$ cat config.mk
export PLATFORM = sky130hd
export DESIGN_NAME = ram_burst_reader
export DESIGN_NICKNAME = d
export VERILOG_FILES = /design/src/rtl/ram_burst_reader.sv
export SDC_FILE = /design/constraint.sdc
export NUM_CORES = 1
export LEC_CHECK = 0
export ABC_AREA = 1
export BUFFER_PORTS_ARGS = -buffer_cell sky130_fd_sc_hd__buf_2
export CAP_MARGIN = 20
export CORE_AREA = 2 2 71 73
export DETAILED_ROUTE_END_ITERATION = 6
export DIE_AREA = 0 0 73 75
export PLACE_DENSITY = 0.83
export SLEW_MARGIN = 20
export SYNTH_ARGS = -nofsm -noshare
export SYNTH_HDL_FRONTEND = slang
export SYNTH_SLANG_ARGS = --single-unit
export TNS_END_PERCENT = 1
$ cat constraint.sdc
create_clock -name clk -period 1.5 [get_ports clk]
set_input_delay 0.225 -clock clk [delete_from_list [all_inputs] [get_ports clk]]
set_output_delay 0.225 -clock clk [all_outputs]
set_load 0.05 [all_outputs]
$ cat src/rtl/ram_burst_reader.sv
// ram_burst_reader: read-only burst master for RAM512.
// Walks base..base+count-1 (addresses wrap modulo 2^ADDR_W) and streams each
// word out over a valid/ready handshake. done pulses for one cycle after the
// last accept, or straight away for an empty burst.
// Optional build macro: RAM_BURST_READER_CHECKSUM_EN adds a running 16-bit
// checksum of the accepted words on output port checksum.
//
// state   | meaning
// --------+-----------------------------------------------------------
// S_IDLE  | waiting for start; done may pulse here
// S_FETCH | mem_address settled last cycle, capture mem_out into data
// S_HOLD  | data/valid presented, wait for ready, then advance or finish
module ram_burst_reader #(
    parameter int ADDR_W = 9,
    parameter int DATA_W = 16
) (
    input  logic              clk,
    input  logic              rst_n,
    input  logic              start,
    input  logic [ADDR_W-1:0] base,
    input  logic [ADDR_W:0]   count,
    output logic              mem_load,
    output logic [ADDR_W-1:0] mem_address,
    output logic [DATA_W-1:0] mem_in,
    input  logic [DATA_W-1:0] mem_out,
    output logic [DATA_W-1:0] data,
    output logic              valid,
    input  logic              ready,
    output logic              busy,
`ifdef RAM_BURST_READER_CHECKSUM_EN
    output logic [DATA_W-1:0] checksum,
`endif
    output logic              done
);

    typedef enum logic [1:0] {
        S_IDLE  = 2'd0,
        S_FETCH = 2'd1,
        S_HOLD  = 2'd2
    } state_t;

    state_t              r_state;
    state_t              w_state_nxt;
    logic [ADDR_W-1:0]   r_address;
    logic [ADDR_W:0]     r_remaining;
    logic [DATA_W-1:0]   r_data;
    logic                r_valid;
    logic                r_done;

    logic                w_start_ok;
    logic                w_load_burst;
    logic                w_capture;
    logic                w_accept;
    logic                w_advance;
    logic                w_done_nxt;
    logic                w_last;

    // A start landing on the done-pulse cycle is dropped so the consumer
    // always sees at least one idle cycle with done high before a new burst.
    assign w_start_ok = (r_state == S_IDLE) && start && !r_done;
    assign w_accept   = (r_state == S_HOLD) && r_valid && ready;
    assign w_last     = (r_remaining == {{ADDR_W{1'b0}}, 1'b1});

    // State register.
    always_ff @(posedge clk) begin
        if (!rst_n) begin
            r_state <= S_IDLE;
        end else begin
            r_state <= w_state_nxt;
        end
    end

    // Next-state and datapath strobes.
    always_comb begin
        w_state_nxt  = r_state;
        w_load_burst = 1'b0;
        w_capture    = 1'b0;
        w_advance    = 1'b0;
        w_done_nxt   = 1'b0;
        case (r_state)
            S_IDLE: begin
                if (w_start_ok) begin
                    if (count != '0) begin
                        w_load_burst = 1'b1;
                        w_state_nxt  = S_FETCH;
                    end else begin
                        w_done_nxt = 1'b1;
                    end
                end
            end
            S_FETCH: begin
                w_capture   = 1'b1;
                w_state_nxt = S_HOLD;
            end
            S_HOLD: begin
                if (w_accept) begin
                    if (w_last) begin
                        w_done_nxt  = 1'b1;
                        w_state_nxt = S_IDLE;
                    end else begin
                        w_advance   = 1'b1;
                        w_state_nxt = S_FETCH;
                    end
                end
            end
            default: begin
                w_state_nxt = S_IDLE;
            end
        endcase
    end

    // Address, word counter, output word and handshake registers.
    always_ff @(posedge clk) begin
        if (!rst_n) begin
            r_address   <= '0;
            r_remaining <= '0;
            r_data      <= '0;
            r_valid     <= 1'b0;
            r_done      <= 1'b0;
        end else begin
            r_done <= w_done_nxt;
            if (w_load_burst) begin
                r_address   <= base;
                r_remaining <= count;
            end
            if (w_capture) begin
                r_data  <= mem_out;
                r_valid <= 1'b1;
            end
            if (w_accept) begin
                r_valid     <= 1'b0;
                r_remaining <= r_remaining - {{ADDR_W{1'b0}}, 1'b1};
            end
            if (w_advance) begin
                r_address <= r_address + {{(ADDR_W-1){1'b0}}, 1'b1};
            end
        end
    end

`ifdef RAM_BURST_READER_CHECKSUM_EN
    logic [DATA_W-1:0] r_checksum;

    // Running sum of accepted words, cleared on every accepted start.
    always_ff @(posedge clk) begin
        if (!rst_n) begin
            r_checksum <= '0;
        end else if (w_start_ok) begin
            r_checksum <= '0;
        end else if (w_accept) begin
            r_checksum <= r_checksum + r_data;
        end
    end

    assign checksum = r_checksum;
`endif

    assign mem_load    = 1'b0;
    assign mem_in      = '0;
    assign mem_address = r_address;
    assign data        = r_data;
    assign valid       = r_valid;
    assign done        = r_done;
    assign busy        = (r_state != S_IDLE);

endmodule

==> reports/results.txt, run 1 <==
Met3 usage = 0.0589
Reg2reg path depth = 9
Max Freq = 705 MHz
Max Slew Vio Count = 0
Mean routed wirelength per cell = 12.0 um
Worst vdd ir = 0.733 mV
Overall routed net length = 5810 um
Post-CTS Hold Buffers = 0
Bufs on Longest Clock Path = 2
Top_reg_cell synth = dfxtp_1
Clock buffer count from CTS = 5
Buffers on Ports = 66
Setup-failing EPs final = 0
DR vias/cell = 5.03
Dpl cell area = 2650 um2
Post-Syn Area per Cell = 6.59 um2
Layout cells sized above 1 = 0.305
Hold Path Class = in2reg
Synth area leaders = dfxtp_1 (34%), nand2_1 (12%), nor2_1 (12%)
Cell repeated most along the worst path = nor2_1
Seq/Total Area, Yosys = 0.341
Mapped Cells = 348
Largest family of logic cells by synthesized area = simple AND/OR/NAND/NOR gates
Mux cell area share after synthesis = 0
WP buf/inv = 1
Initial Utilization = 0.492
Row count = 25
Yosys top cell area share = 0.341
CTS tree = done
Yosys warns = 0
GR peak layer = met2
Pre-CTS setup slack = -0.0350 ns
Reg clk slew, reported paths = 0.08 ns
Synthesis-to-layout area growth = 24.4%
Post-Synth Simple-Gate Area = 0.393
Count leader, synth = nand2_1
R2R Setup Slk = 0.08 ns
Worst Setup SP = r_remaining[0]
CP max stage delay = 0.35 ns
Worst skew pair latency = 0.30 ns
Grt ovf = 0
Drt first pass iters = 5
Min cycle time layout = 1.42 ns
I/O pin count = 84
Final setup margin = 0.0819 ns
Period utilization = 0.945
Pin count of the biggest net entering global routing = 25
Crit end category = register
Asr flop ratio synth = 0
Lkg Pwr = 1.49 nW
Die height = 75 um
Drc violations = 0
GRT Total Usage = 0.220
Synth Area in XOR/XNOR = 0.00764
Clock root cell = clkbuf_8
Clock sinks = 39
Power per cell area = 1030 nW/um2
Vias = 2436
Final Hold Fails = 0
CP max FO = 3
Synthesized flop and latch total = 39
WHS = 0.143 ns
Number of global-route vias before repair = 2255
Slowest cell on the critical path = dfxtp_2
Antenna Cells = 0
Final layout net count = 472
Delay-heaviest family, CP = simple AND/OR/NAND/NOR gates
Critical path class = reg2reg
R2r endpoint = r_remaining[4]
Cell variety after synth = 35
Antenna Nets Post-Route = 0
Post-synthesis adder-cell area fraction = 0.0164
Worst Setup EP = r_remaining[4]
Placer's final routability congestion estimate = 0.908
Initial antenna violation count = 0
Max_cap viols = 0
WP depth = 9
Top cells by count, synth = nand2_1 (74), nor2_1 (72), dfxtp_1 (39), nand3_1 (31), inv_1 (26)
Total Neg Setup Slack = 0 ns
Clk_skew = 0.0103 ns
Die Footprint = 5480 um2
Layout fillers = 421
Core area = 4660 um2
Number of flops mapped to enable cells by yosys = 0
Final core occ = 0.612
Area leader, netlist = dfxtp_1
Design Area, Final = 2850 um2
DRT iter0 DRCs = 123
H-tree depth = 2
Compound-cell area share of the yosys netlist = 0.106
Startpoint types = register
R2r startpoint = r_remaining[0]
Wire length of the first global-routing pass = 9470 um
Met2 Use GR = 0.374
Critical Path, Cell by Cell = inv_1, ha_1, nand2_1, nor2_2, nor2_1, o21ai_1, nand2_1, nor2_1, nor2_1
M1 GR Usage = 0.262
RSZ-0062 raised after global routing = yes
Mapped cell area = 2290 um2
Die W = 73 um
WP data required = 1.69 ns
Status = finished clean
Critical Path AT = 1.61 ns
Detail Placement HPWL = 4230 um
-- report_power, final --
part	leakage, nW	switching (W)	total [W]	internal, W
combinational	1.12	0.000638	0.000878	0.000240
sequential	0.322	0.0000719	0.00119	0.00112
clock	0.0502	0.000383	0.000869	0.000486
total	1.49	0.00109	0.00294	0.00185
-- metrics by stage --
stage	power (W)	cells
after floorplan	0.00189	364
after global placement	0.00205	469
after detailed placement	0.00207	469
after CTS	0.00292	479
after global routing	0.00308	484
final	0.00294	484
-- metal layers --
metal  vias up  part of all wire
met5         -                 0
met4         0             0.022
met3        12             0.081
met2       110              0.47
met1      1090              0.42
li1       1224                 -
-- what timing repair did --
| item | CTS | global route |
|---|---|---|
| gates resized for setup | 1 | 9 |
| pin swaps | 2 | 3 |
| setup buffers | 3 | 5 |
| endpoints found under the hold margin | 0 | 0 |
| endpoints found under the setup margin | 3 | 14 |
-- sequential cells by signal, indices dropped and copies added, names as in the netlist --
signal	flops
done	1
r_state	2
r_remaining	10
data	16
valid	1
mem_address	9
-- cell families (layout without fill, tap and decap cells) --
logic type	count (synthesis)	after routing
AO/OA/AOI/OAI	44	44
XOR/XNOR	2	2
adder cells (fa/ha/maj)	3	3
buffers and inverters	59	125
flip-flops	39	39
other	1	17
AND/OR/NAND/NOR	200	200
-- tightest hold or removal path: stages --
cell,delay [ns]
buf_2,0.07
nor2_1,0.03
nor2_1,0.08
-- worst min path at each step --
| stage | startpoint | cells after the start | slack [ns] | endpoint |
|---|---|---|---|---|
| after floorplan | rst_n | 2 | 0.36 | mem_address[0] |
| after global placement | mem_out[1] | 3 | 0.44 | data[1] |
| after detailed placement | r_state[0] | 1 | 0.45 | done |
| after CTS | mem_out[0] | 3 | 0.14 | data[0] |
| after global routing | mem_out[1] | 3 | 0.15 | data[1] |
| final | mem_out[14] | 3 | 0.14 | data[14] |
-- cells in the final DEF (no fill, tap or decap), types with 3 or more instances in the layout --
cell,count
o21ai_1,4
buf_2,66
nand3b_1,3
nand2_2,6
a21oi_2,4
clkbuf_8,5
conb_1,17
nand2_1,73
buf_4,18
nor2_2,6
o21ai_0,25
dfxtp_1,35
inv_1,25
inv_2,8
a21oi_1,8
dfxtp_2,4
nand3_1,31
nor2_1,70
-- cell type report --
class / instances / area (um2) / area share
multi-input cells: 266 / 1290 / 0.454
flip-flops and latches: 39 / 786 / 0.276
repair buffers: 84 / 465 / 0.163
inverters: 34 / 131 / 0.0461
clock buffers: 5 / 68.8 / 0.0241
well taps: 54 / 67.6 / 0.0237
clock inverters: 2 / 37.5 / 0.0132
(Power assumes the default switching activity.)
==> inputs of run 2 (changes only) <==
--- a/config.mk
+++ b/config.mk
@@ -8,10 +8,11 @@
 export ABC_AREA = 1
 export BUFFER_PORTS_ARGS = -buffer_cell sky130_fd_sc_hd__buf_2
 export CAP_MARGIN = 20
-export CORE_AREA = 2 2 71 73
+export CORE_AREA = 2 2 51 101
 export DETAILED_ROUTE_END_ITERATION = 6
-export DIE_AREA = 0 0 73 75
+export DIE_AREA = 0 0 53 103
 export PLACE_DENSITY = 0.83
+export REMOVE_ABC_BUFFERS = 1
 export SLEW_MARGIN = 20
 export SYNTH_ARGS = -nofsm -noshare
 export SYNTH_HDL_FRONTEND = slang
==> run 2 against run 1 <==
Critical path depth is the same. Total power is 1.1% higher. Clock power grew 3.0%. Clock skew shrank 0.0049 ns. Critical path type unchanged. Die area down 0.29%. Cell count increased by 0.83%. Count of clock-buffer cells in the layout stayed put. Global-route usage increased by 0.52 points. Worst setup slack lost 0.012 ns.
==> reports/results.txt, run 2 (same netlist as run 1, synthesis figures left out) <==
Clock buffer count from CTS = 5 (unchanged)
Die Footprint = 5460 um2 (-0.29%)
WHS = 0.147 ns (+0.00424 ns)
Drt first pass iters = 5 (unchanged)
Combinational power share = 0.300 (about the same)
Vias = 2422 (-0.57%)
Period utilization = 0.953 (+0.00783)
Lkg Pwr = 1.51 nW (+0.90%)
Overall routed net length = 5690 um (-2.0%)
Clk pwr share = 0.301 (+0.005)
Max Slew Vio Count = 0 (unchanged)
Most frequent cells in the layout = nand2_1 (73), nor2_1 (68), buf_2 (66)
I/O pin count = 84 (unchanged)
Flip-flop count of the largest register after layout = 16 (unchanged)
Worst skew pair latency = 0.29 ns (about the same)
Power per cell area = 1030 nW/um2 (about the same)
Layout cells sized above 1 = 0.302 (-0.00303)
Die W = 53 um (-27%)
Worst vdd ir = 0.993 mV (+36%)
CP max FO = 7 (+4)
Most common cell after layout, fill and taps aside = nand2_1
Hold Path Class = in2reg
Reg clk slew, reported paths = 0.08 ns (about the same)
Initial Utilization = 0.485 (-0.00716)
Grt ovf = 0 (unchanged)
WP data required = 1.69 ns (about the same)
Final layout net count = 472 (unchanged)
Antenna Nets Post-Route = 0 (unchanged)
Row count = 36 (+44%)
Sw frac = 0.371 (-0.000772)
Design Area, Final = 2880 um2 (+1.1%)
GRT Total Usage = 0.225 (+0.00516)
Hold Crit Depth = 3 (unchanged)
Mean routed wirelength per cell = 11.7 um (-2.8%)
Wire length of the first global-routing pass = 9370 um (-1.1%)
Clk_skew = 0.00535 ns (-0.00490 ns)
Clock root cell = clkbuf_8
RSZ-0062 raised after global routing = yes
Max Freq = 699 MHz (-0.82%)
Dpl cell area = 2680 um2 (+1.0%)
Critical path class = reg2reg
Pin count of the biggest net entering global routing = 25 (unchanged)
H-tree depth = 2 (unchanged)
Reg2reg path depth = 9 (unchanged)
Crit end category = register
Core area = 4730 um2 (+1.5%)
Clock sinks = 39 (unchanged)
Min cycle time layout = 1.43 ns (+0.0118 ns)
Number of global-route vias before repair = 2193 (-2.7%)
Initial antenna violation count = 0 (unchanged)
Bufs on Longest Clock Path = 2 (unchanged)
DR vias/cell = 4.96 (-1.4%)
Post-CTS Hold Buffers = 0 (unchanged)
Buffers on Ports = 66 (unchanged)
Status = finished clean
Total internal power = 0.00187 W (+1.3%)
Detail Placement HPWL = 4110 um (-2.8%)
CTS tree = done
Sw power = 0.00110 W (+0.93%)
Drc violations = 0 (unchanged)
Sequential share of power = 0.399 (-0.007)
Final Hold Fails = 0 (unchanged)
Startpoint types = register
Placer's final routability congestion estimate = 0.924 (+1.8%)
DRT iter0 DRCs = 49 (-60%)
Max_cap viols = 0 (unchanged)
Critical Path AT = 1.62 ns (about the same)
Synthesis-to-layout area growth = 25.8%
Antenna Cells = 0 (unchanged)
Die height = 103 um (+37%)
Setup-failing EPs final = 0 (unchanged)
==> run 2: changes by cell type in the layout (fill, tap and decap cells not counted) <==
| cell | change |
|---|---|
| buf_12 | +1 |
| buf_4 | -2 |
| buf_6 | +1 |
| clkinv_1 | +1 |
| clkinvlp_4 | -1 |
| dfxtp_1 | +3 |
| dfxtp_2 | -3 |
| inv_6 | +1 |
| nor2_1 | -2 |
| nor2_2 | +1 |
| nor2_4 | +1 |
==> run 2: power groups by stage <==
stage	clock (W)	combinational (W)	sequential [W]
finish	0.000895	0.000891	0.00119
global route	0.000967	0.000975	0.00120
CTS	0.000920	0.000875	0.00118
detailed placement	0	0.000869	0.00121
global placement	0	0.000857	0.00121
floorplan	0	0.000435	0.00140
==> run 2: layout make-up <==
type / instances / area (um2)
repair buffers: 84 / 482
well taps: 57 / 71.3
clock buffers: 5 / 68.8
flip-flops and latches: 39 / 782
fillers: 456 / 1850
multi-input cells: 266 / 1310
clock inverters: 3 / 46.3
inverters: 34 / 128
==> run 2: final timing paths <==
check	startpoint	to	slack, ns
setup / recovery	r_state[1]	mem_address[3]	0.07
hold / removal	mem_out[2]	data[2]	0.15
setup reg to reg	r_state[1]	mem_address[3]	0.07
hold reg to reg	r_state[0]	done	0.47
==> run 2: layer usage <==
metal | vias up | global-route usage | wire length [um]
met4 | 0 | 0.0828 | 86
met3 | 9 | 0.0391 | 401
met5 | - | 0 | 0
met2 | 105 | 0.375 | 2840
li1 | 1226 | - | -
met1 | 1082 | 0.284 | 2360
==> run 2: what timing repair did <==
item,4_1_cts,5_1_grt
endpoints found under the setup margin,2,14
gates cloned,0,0
resized for setup,2,13
buffers inserted,0,6
pin swaps,0,3
==> run 2: stage by stage <==
step | setup slack, ns | util | power, W | std cells | setup TNS [ns]
finish | 0.0702 | 0.610 | 0.00297 | 488 | 0
global route | -0.0287 | 0.610 | 0.00314 | 488 | -0.0657
CTS | 0.0362 | 0.592 | 0.00298 | 482 | 0
detailed placement | -0.0000709 | 0.566 | 0.00208 | 474 | -0.0000709
global placement | 0.0504 | 0.566 | 0.00206 | 474 | 0
floorplan | -0.210 | - | 0.00183 | 339 | -2.23
==> run 2: critical path, cell delays in order, from the launching register on <==
cell,delay [ns]
dfxtp_1,0.43
nand2_2,0.12
nor2_8,0.16
buf_4,0.16
nand2_8,0.07
buf_6,0.13
nand2_1,0.05
o21ai_0,0.07
nor2_1,0.09
nor2_1,0.04
==> inputs of run 3 (changes only) <==
==> constraint.sdc (replaced) <==
create_clock -name clk -period 1.5 [get_ports clk]
set_input_delay 0.3 -clock clk [delete_from_list [all_inputs] [get_ports clk]]
set_output_delay 0.3 -clock clk [all_outputs]
set_load 0.05 [all_outputs]
==> run 3 against run 2 <==
Combinational power is 0.9% higher. Sequential power about the same. Clock power increased by 0.8%. Cell count increased by 1.2%. Critical endpoint unchanged. Via count up 0.62%. Global-route usage fell by 0.70 points. Highest routed layer unchanged. Die area is the same.
==> reports/results.txt, run 3 (same netlist as run 1, synthesis figures left out) <==
Drt first pass iters = 4 (-1)
R2r startpoint = r_remaining[1]
Dpl cell area = 2690 um2 (+0.56%)
Most frequent cells in the layout = nand2_1 (73), nor2_1 (70), buf_2 (66)
Layout cells sized above 1 = 0.309 (+0.00730)
Min cycle time layout = 1.44 ns (+0.00633 ns)
Die W = 53 um (unchanged)
CP max stage delay = 0.33 ns (-0.10 ns)
Hold Path Class = in2reg
GRT Total Usage = 0.218 (-0.00697)
Vias = 2437 (+0.62%)
Setup-failing EPs final = 0 (unchanged)
R2r endpoint = mem_address[3]
Sw frac = 0.372 (+0.000931)
Initial antenna violation count = 0 (unchanged)
Clk_skew = 0.00952 ns (+0.00416 ns)
Most common cell after layout, fill and taps aside = nand2_1
Max_cap viols = 0 (unchanged)
Row count = 36 (unchanged)
Worst vdd ir = 0.863 mV (-13%)
Total internal power = 0.00188 W (+0.45%)
I/O pin count = 84 (unchanged)
Initial Utilization = 0.485 (unchanged)
Clk pwr share = 0.302 (about the same)
Placer's final routability congestion estimate = 0.866 (-6.4%)
Detail Placement HPWL = 4030 um (-1.9%)
Antenna Nets Post-Route = 0 (unchanged)
Startpoint types = register
Hold Crit Depth = 3 (unchanged)
Critical Path, Cell by Cell = inv_2, ha_4, inv_1, nor2_2, nand3_4, nand2_8, nand2_2, o21ai_0, nor2_1
Core area = 4730 um2 (unchanged)
Crit end category = register
Sequential share of power = 0.398 (about the same)
CTS tree = done
Hold_sp = mem_out[15]
Final setup margin = 0.0639 ns (-0.00633 ns)
Reg clk slew, reported paths = 0.09 ns (about the same)
Max Freq = 696 MHz (-0.44%)
Flip-flop count of the largest register after layout = 16 (unchanged)
Wire length of the first global-routing pass = 9210 um (-1.7%)
Status = finished clean
H-tree depth = 2 (unchanged)
Pre-CTS setup slack = 0.00403 ns (+0.00410 ns)
Clock root cell = clkbuf_8
Clock sinks = 39 (unchanged)
Combinational power share = 0.301 (about the same)
Power per cell area = 1020 nW/um2 (-1.0%)
Buffers on Ports = 66 (unchanged)
Period utilization = 0.957 (+0.00422)
Final layout net count = 478 (+1.3%)
WP data required = 1.69 ns (about the same)
R2R Setup Slk = 0.06 ns (about the same)
Final Hold Fails = 0 (unchanged)
Lkg Pwr = 1.53 nW (+1.7%)
Worst Setup SP = r_remaining[1]
Sw power = 0.00111 W (+0.85%)
Synthesis-to-layout area growth = 27.8%
Mean routed wirelength per cell = 11.8 um (+0.80%)
Die Footprint = 5460 um2 (unchanged)
Hold Path End = data[15]
Slowest cell on the critical path = dfxtp_1
DR vias/cell = 4.93 (-0.60%)
Number of global-route vias before repair = 2206 (+0.59%)
Bufs on Longest Clock Path = 2 (unchanged)
CP max FO = 6 (-1)
Die height = 103 um (unchanged)
DRT iter0 DRCs = 93 (+90%)
Critical Path AT = 1.63 ns (about the same)
Max Slew Vio Count = 0 (unchanged)
Drc violations = 0 (unchanged)
Grt ovf = 0 (unchanged)
Design Area, Final = 2930 um2 (+1.6%)
Pin count of the biggest net entering global routing = 25 (unchanged)
Clock buffer count from CTS = 5 (unchanged)
Reg2reg path depth = 9 (unchanged)
Worst skew pair latency = 0.30 ns (about the same)
Overall routed net length = 5810 um (+2.0%)
Critical path class = reg2reg
Antenna Cells = 0 (unchanged)
-- run 3: critical path, delay by kind of cell (launching register included) --
family	cells	cell delay, ns
buf+inv	2	0.14
flops	1	0.33
simple gates	5	0.54
fa+ha+maj	1	0.14
compound gates	1	0.19
-- run 3: final cells by class --
cell class                      instances  area, um2
Fill cell                             455       1800
Multi-Input combinational cell        267       1310
Sequential cell                        39        783
Timing Repair Buffer                   89        528
Inverter                               34        128
Tap cell                               57       71.3
Clock buffer                            5       68.8
Clock inverter                          3       46.3
-- run 3: worst max-delay path by stage --
| stage | end | slack (ns) | cells past startpoint |
|---|---|---|---|
| 2_1_floorplan | mem_address[3] | -0.21 | 7 |
| 3_3_place_gp | mem_address[3] | 0.03 | 9 |
| 3_5_place_dp | mem_address[3] | 0.004 | 9 |
| 4_1_cts | mem_address[7] | 0.007 | 11 |
| 5_1_grt | mem_address[3] | -0.03 | 9 |
| 6_report | mem_address[3] | 0.06 | 9 |
-- run 3: per-stage QoR --
| stage | power (W) | util | std cells | TNS (ns) | hold WS, ns |
|---|---|---|---|---|---|
| final | 0.00299 | 0.620 | 494 | 0 | 0.214 |
| after detailed placement | 0.00208 | 0.569 | 476 | 0 | 0.451 |
| after floorplan | 0.00183 | - | 339 | -2.23 | 0.398 |
| after global placement | 0.00207 | 0.569 | 476 | 0 | 0.447 |
| after global routing | 0.00315 | 0.620 | 494 | -0.0347 | 0.218 |
| after CTS | 0.00299 | 0.596 | 484 | 0 | 0.213 |
-- run 3: what timing repair did --
item	in CTS	in global routing
gates cloned	0	1
hold buffers	0	0
endpoints found under the setup margin	5	14
pin swaps	0	4
resized for setup	2	8
buffers inserted	0	9
-- run 3: power by group through the flow --
stage          registers [W]  logic [W]  clock network [W]
3_5_place_dp         0.00121   0.000872                  0
5_1_grt              0.00120   0.000984           0.000969
6_report             0.00119   0.000899           0.000902
2_1_floorplan        0.00140   0.000435                  0
3_3_place_gp         0.00121   0.000865                  0
4_1_cts              0.00118   0.000881           0.000921
-- run 3: metal layers --
| metal | share of wire | vias up | track usage | wire length [um] |
|---|---|---|---|---|
| met5 | 0 | - | 0 | 0 |
| met1 | 0.42 | 1088 | 0.275 | 2430 |
| met4 | 0.019 | 0 | 0.0809 | 112 |
| li1 | - | 1243 | - | - |
| met3 | 0.061 | 12 | 0.0362 | 357 |
| met2 | 0.50 | 94 | 0.364 | 2910 |
